<file path="config.mk">
export PLATFORM = sky130hd
export DESIGN_NAME = alu_decoder
export DESIGN_NICKNAME = d
export VERILOG_FILES = /design/src/rtl/alu_decoder.sv
export SDC_FILE = /design/constraint.sdc
export NUM_CORES = 1
export LEC_CHECK = 0
export ABC_AREA = 1
export ABC_CLOCK_PERIOD_IN_PS = 800
export BUFFER_PORTS_ARGS = -buffer_cell sky130_fd_sc_hd__buf_2
export CORE_AREA = 5 5 42 44
export CTS_BUF_LIST = sky130_fd_sc_hd__clkbuf_8
export DETAILED_ROUTE_END_ITERATION = 8
export DIE_AREA = 0 0 47 49
export SETUP_SLACK_MARGIN = 0.2
export SLEW_MARGIN = 15
export SYNTH_ARGS = -nofsm -noshare
export SYNTH_HDL_FRONTEND = slang
export SYNTH_SLANG_ARGS = --single-unit
</file>
<file path="constraint.sdc">
create_clock -name clk -period 0.8 [get_ports clk]
set_input_delay 0.04 -clock clk [delete_from_list [all_inputs] [get_ports clk]]
set_output_delay 0.04 -clock clk [all_outputs]
set_load 0.01 [all_outputs]
</file>
<file path="src/rtl/alu_decoder.sv">
// ARM data-processing ALU decoder: maps alu_op/cmd/S to ALU select, flag-write
// enables, writeback suppression and shifter select, registered one cycle.
module alu_decoder (
   input  logic       clk,
   input  logic       reset_n,
   input  logic       alu_op,
   input  logic       s,
   input  logic [3:0] cmd,
   output logic [2:0] alu_ctl,
   output logic [1:0] flag_w,
   output logic       no_write,
   output logic       shift
);

   typedef struct packed {
      logic [2:0] alu_ctl;
      logic [1:0] flag_w;
      logic       no_write;
      logic       shift;
   } dec_t;

   dec_t       dec_d, dec_q;
   logic [1:0] fw_arith, fw_logic;

   // {s,s} / {s,0} keep an unknown S bit visible in the flag enables
   assign fw_arith = {s, s};
   assign fw_logic = {s, 1'b0};

   always_comb begin
      dec_d = '0;
      case (alu_op)
         1'b0: dec_d = '0;
         1'b1: begin
            case (cmd)
               4'b0100: dec_d = '{3'b000, fw_arith, 1'b0, 1'b0};  // ADD
               4'b0010: dec_d = '{3'b001, fw_arith, 1'b0, 1'b0};  // SUB
               4'b0101: dec_d = '{3'b100, fw_arith, 1'b0, 1'b0};  // ADC
               4'b0000: dec_d = '{3'b010, fw_logic, 1'b0, 1'b0};  // AND
               4'b1100: dec_d = '{3'b011, fw_logic, 1'b0, 1'b0};  // ORR
               4'b0001: dec_d = '{3'b110, fw_logic, 1'b0, 1'b0};  // EOR
               4'b1010: dec_d = '{3'b001, fw_arith, 1'b1, 1'b0};  // CMP
               4'b1011: dec_d = '{3'b000, fw_arith, 1'b1, 1'b0};  // CMN
               4'b1000: dec_d = '{3'b010, fw_logic, 1'b1, 1'b0};  // TST
               4'b1001: dec_d = '{3'b110, fw_logic, 1'b1, 1'b0};  // TEQ
               // result comes from the shifter, so the ALU op is a don't-care
               4'b1101: dec_d = '{3'b0xx, fw_logic, 1'b0, 1'b1};
               4'b0011, 4'b0110, 4'b0111, 4'b1110, 4'b1111:
                        dec_d = '{3'b000, 2'b00, 1'b1, 1'b0};
               default: dec_d = 'x;  // only reachable with X/Z on cmd
            endcase
         end
         default: dec_d = 'x;
      endcase
   end

   always_ff @(posedge clk or negedge reset_n) begin
      if (!reset_n) dec_q <= '0;
      else          dec_q <= dec_d;
   end

   assign alu_ctl  = dec_q.alu_ctl;
   assign flag_w   = dec_q.flag_w;
   assign no_write = dec_q.no_write;
   assign shift    = dec_q.shift;

endmodule

</file>
==> flow_metrics.py <==
metrics = {
    "outcome": {
        "status": "finished, final reports clean",
    },
    "placed_design": {
        "gp_congestion": 0.785,
        "dp_hpwl_um": 555,
        "placed_area_um2": 400,
        "io_buffers": 14,
    },
    "die": {
        "dieArea_mm2": 0.00230,
        "placementRows": 14,
        "die_x_um": 47,
        "core_area_mm2": 0.00140,
        "die_h_um": 49,
        "ios": 15,
        "start_util_pct": 22.1,
    },
    "final_layout": {
        "syn2layout_area_growth_pct": 48.8,
        "stdcell_area_um2": 462,
        "fin_nets": 65,
        "drive_above_1_share_pct": 35.7,
        "num_antenna_cells": 0,
        "n_fill_cell": 154,
    },
    "power_and_ir_drop": {
        "power_per_cell_area_mw_per_mm2": 2060,
        "p_clk_share_pct": 49.0,
        "pwr-share-comb_pct": 11.6,
        "p_sw_share_pct": 21.5,
        "switchingPower_mw": 0.205,
        "seq_power_share_pct": 39.4,
        "leakagePower_nw": 0.282,
        "ir_drop_mv": 0.474,
        "internal_power_mw": 0.746,
    },
    "setup_path": {
        "crit_path_top_delay_cell": "dfrtp_1",
        "critPathLaunchType": "flop",
        "path_class": "reg -> out",
        "critPathBufInv": 1,
        "crit_required_ns": 0.76,
        "cp-end-kind": "primary output",
        "cpPeakStageDelay_ns": 0.36,
        "critPathTopFamily": "flip-flops",
        "crit_path_max_fanout": 1,
        "cp_cell_sequence": "buf_6",
        "crit_arrival_ns": 0.71,
    },
    "sta": {
        "finalCritPeriodShare_pct": 93.2,
        "slew_violations": 0,
        "rsz0062_at_grt": "yes",
        "hold_violations": 0,
        "max_slew_margin_pct": 88.7,
        "period_minus_slack_ns": 0.746,
        "setup_viol": 0,
        "fmax_mhz": 1340,
        "worst_pin_slew_ns": 0.168,
        "tns_ns": 0,
    },
    "clock_tree": {
        "cts_root_buf": "clkbuf_8",
        "post-cts-setup-buffers": 0,
        "cts_buffer_depth": 2,
        "cts_tree": "done",
        "cts_buffers": 3,
        "cts.sinks": 7,
        "cts_max_level": 1,
        "clkTransAtPathRegs_ns": 0.04,
    },
    "yosys": {
        "synthCells": 37,
        "avgSynthCellArea_um2": 8.39,
        "ys_seq_elements": 7,
        "synth_top_family_by_area": "simple AND/OR/NAND/NOR gates",
        "synth-edff-count": 0,
        "syn_area_um2": 310,
        "syn_nets": 45,
        "synthTopCellsByCount": "7 x dfrtp_1, 7 x inv_1, 6 x nand2_1",
        "yosysTopAreaCellShare_pct": 56.5,
        "synth_area_leaders": "dfrtp_1 56%, inv_1 8.5%, nand3_1 8.1%",
        "synth-main-ff-cell": "dfrtp_1",
        "synth-adder-area-share_pct": 0,
        "yosysWarnings": 0,
        "synth_cell_types": 12,
        "synthMuxAreaShare_pct": 0,
        "synthXorXnorAreaFrac_pct": 0,
        "synthSimpleGateAreaFrac_pct": 26.2,
        "postSynth.asyncResetShare_pct": 100,
        "ys_seq_area_share_pct": 56.5,
        "synth_top_cell_by_area": "dfrtp_1",
        "synth-compound-area-share_pct": 6.45,
    },
    "global_route": {
        "grt_overflow": 0,
        "antenna_found_initial": 0,
        "grt_pass1_wl_um": 1010,
        "grt_pass1_vias": 291,
        "track_usage_pct": 6.68,
        "grt_max_degree": 8,
    },
    "drt": {
        "vias_per_cell": 4.00,
        "num_vias": 288,
        "ant_nets": 0,
        "drt_pre_antenna_iters": 4,
        "routed_wl_um": 636,
        "first_iter_violations": 3,
        "drt-wirelength-per-cell_um": 8.83,
        "drc": 0,
    },
    "worst_hold_path": {
        "hold_path.class": "in -> reg",
    },
    "flow_run": {
        "drv_cap": 0,
    },
}
## power by group through the flow
stage	registers, mW	logic, mW	clock network, mW
2_1_floorplan	0.389	0.0421	0
3_3_place_gp	0.379	0.106	0
3_5_place_dp	0.379	0.108	0
4_1_cts	0.374	0.112	0.479
5_1_grt	0.375	0.127	0.503
6_report	0.374	0.111	0.466
## layout by cell type (no fill, tap or decap)
cell type      instances
inv_2                  1
buf_2                 13
nor2_1                 2
clkinv_1               1
a21oi_1                3
clkbuf_8               3
dfrtp_1                7
o21ai_1                1
inv_1                  8
nor3_1                 2
nand2_1                6
nand3_2                1
nand2_2                1
nand3_1                5
buf_6                  1
dlygate4sd3_1          1
## layer usage
| layer | GRT usage (%) | share of wire [%] | vias up |
|---|---|---|---|
| li1 | - | - | 155 |
| met1 | 6.09 | 41 | 118 |
| met2 | 9.28 | 46 | 13 |
| met3 | 1.85 | 10 | 2 |
| met4 | 9.68 | 2.5 | 0 |
| met5 | 0 | 0 | - |
## cells by family after synthesis
family,Yosys count
simple gates,17
buf+inv,9
flops,7
compound gates,4
## final timing paths
check / startpoint / endpoint / slack [ns] / depth (start not counted)
min in group asynchronous: reset_n / alu_ctl[2] / 0.18 / 2
max: shift / shift / 0.05 / 1
min: cmd[0] / alu_ctl[1] / 0.02 / 2
max in group asynchronous: reset_n / flag_w[0] / 0.47 / 2
## cell type report
cell class                      count  area, um^2  area share, %
Clock buffer                        3        41.3           8.94
Clock inverter                      1        3.75          0.813
Inverter                            9        33.8           7.32
Multi-Input combinational cell     21         101           22.0
Sequential cell                     7         175           37.9
Tap cell                           16        20.0           4.34
Timing Repair Buffer               15        86.3           18.7
## stage by stage
stage          power, mW  setup slack, ns  cells  hold slack, ns  utilization (%)
5_1_grt             1.00           0.0331     72          0.0431             32.9
2_1_floorplan      0.431            0.364     37          -0.256                -
3_5_place_dp       0.487            0.156     67          -0.127             28.6
6_report           0.951           0.0544     72          0.0200             32.9
3_3_place_gp       0.485            0.159     67          -0.128             28.6
4_1_cts            0.966           0.0478     72          0.0179             32.5
## repair_timing
action / 4_1_cts / 5_1_grt
hold endpoints to repair: 7 / 0
hold buffers: 1 / 0
resized for setup: 0 / 1
endpoints found under the setup margin: 7 / 7
## state kept, by name (all words and copies together) (netlist names)
register  flops
alu_ctl       3
shift         1
no_write      1
flag_w        2
(Power assumes the default switching activity.)
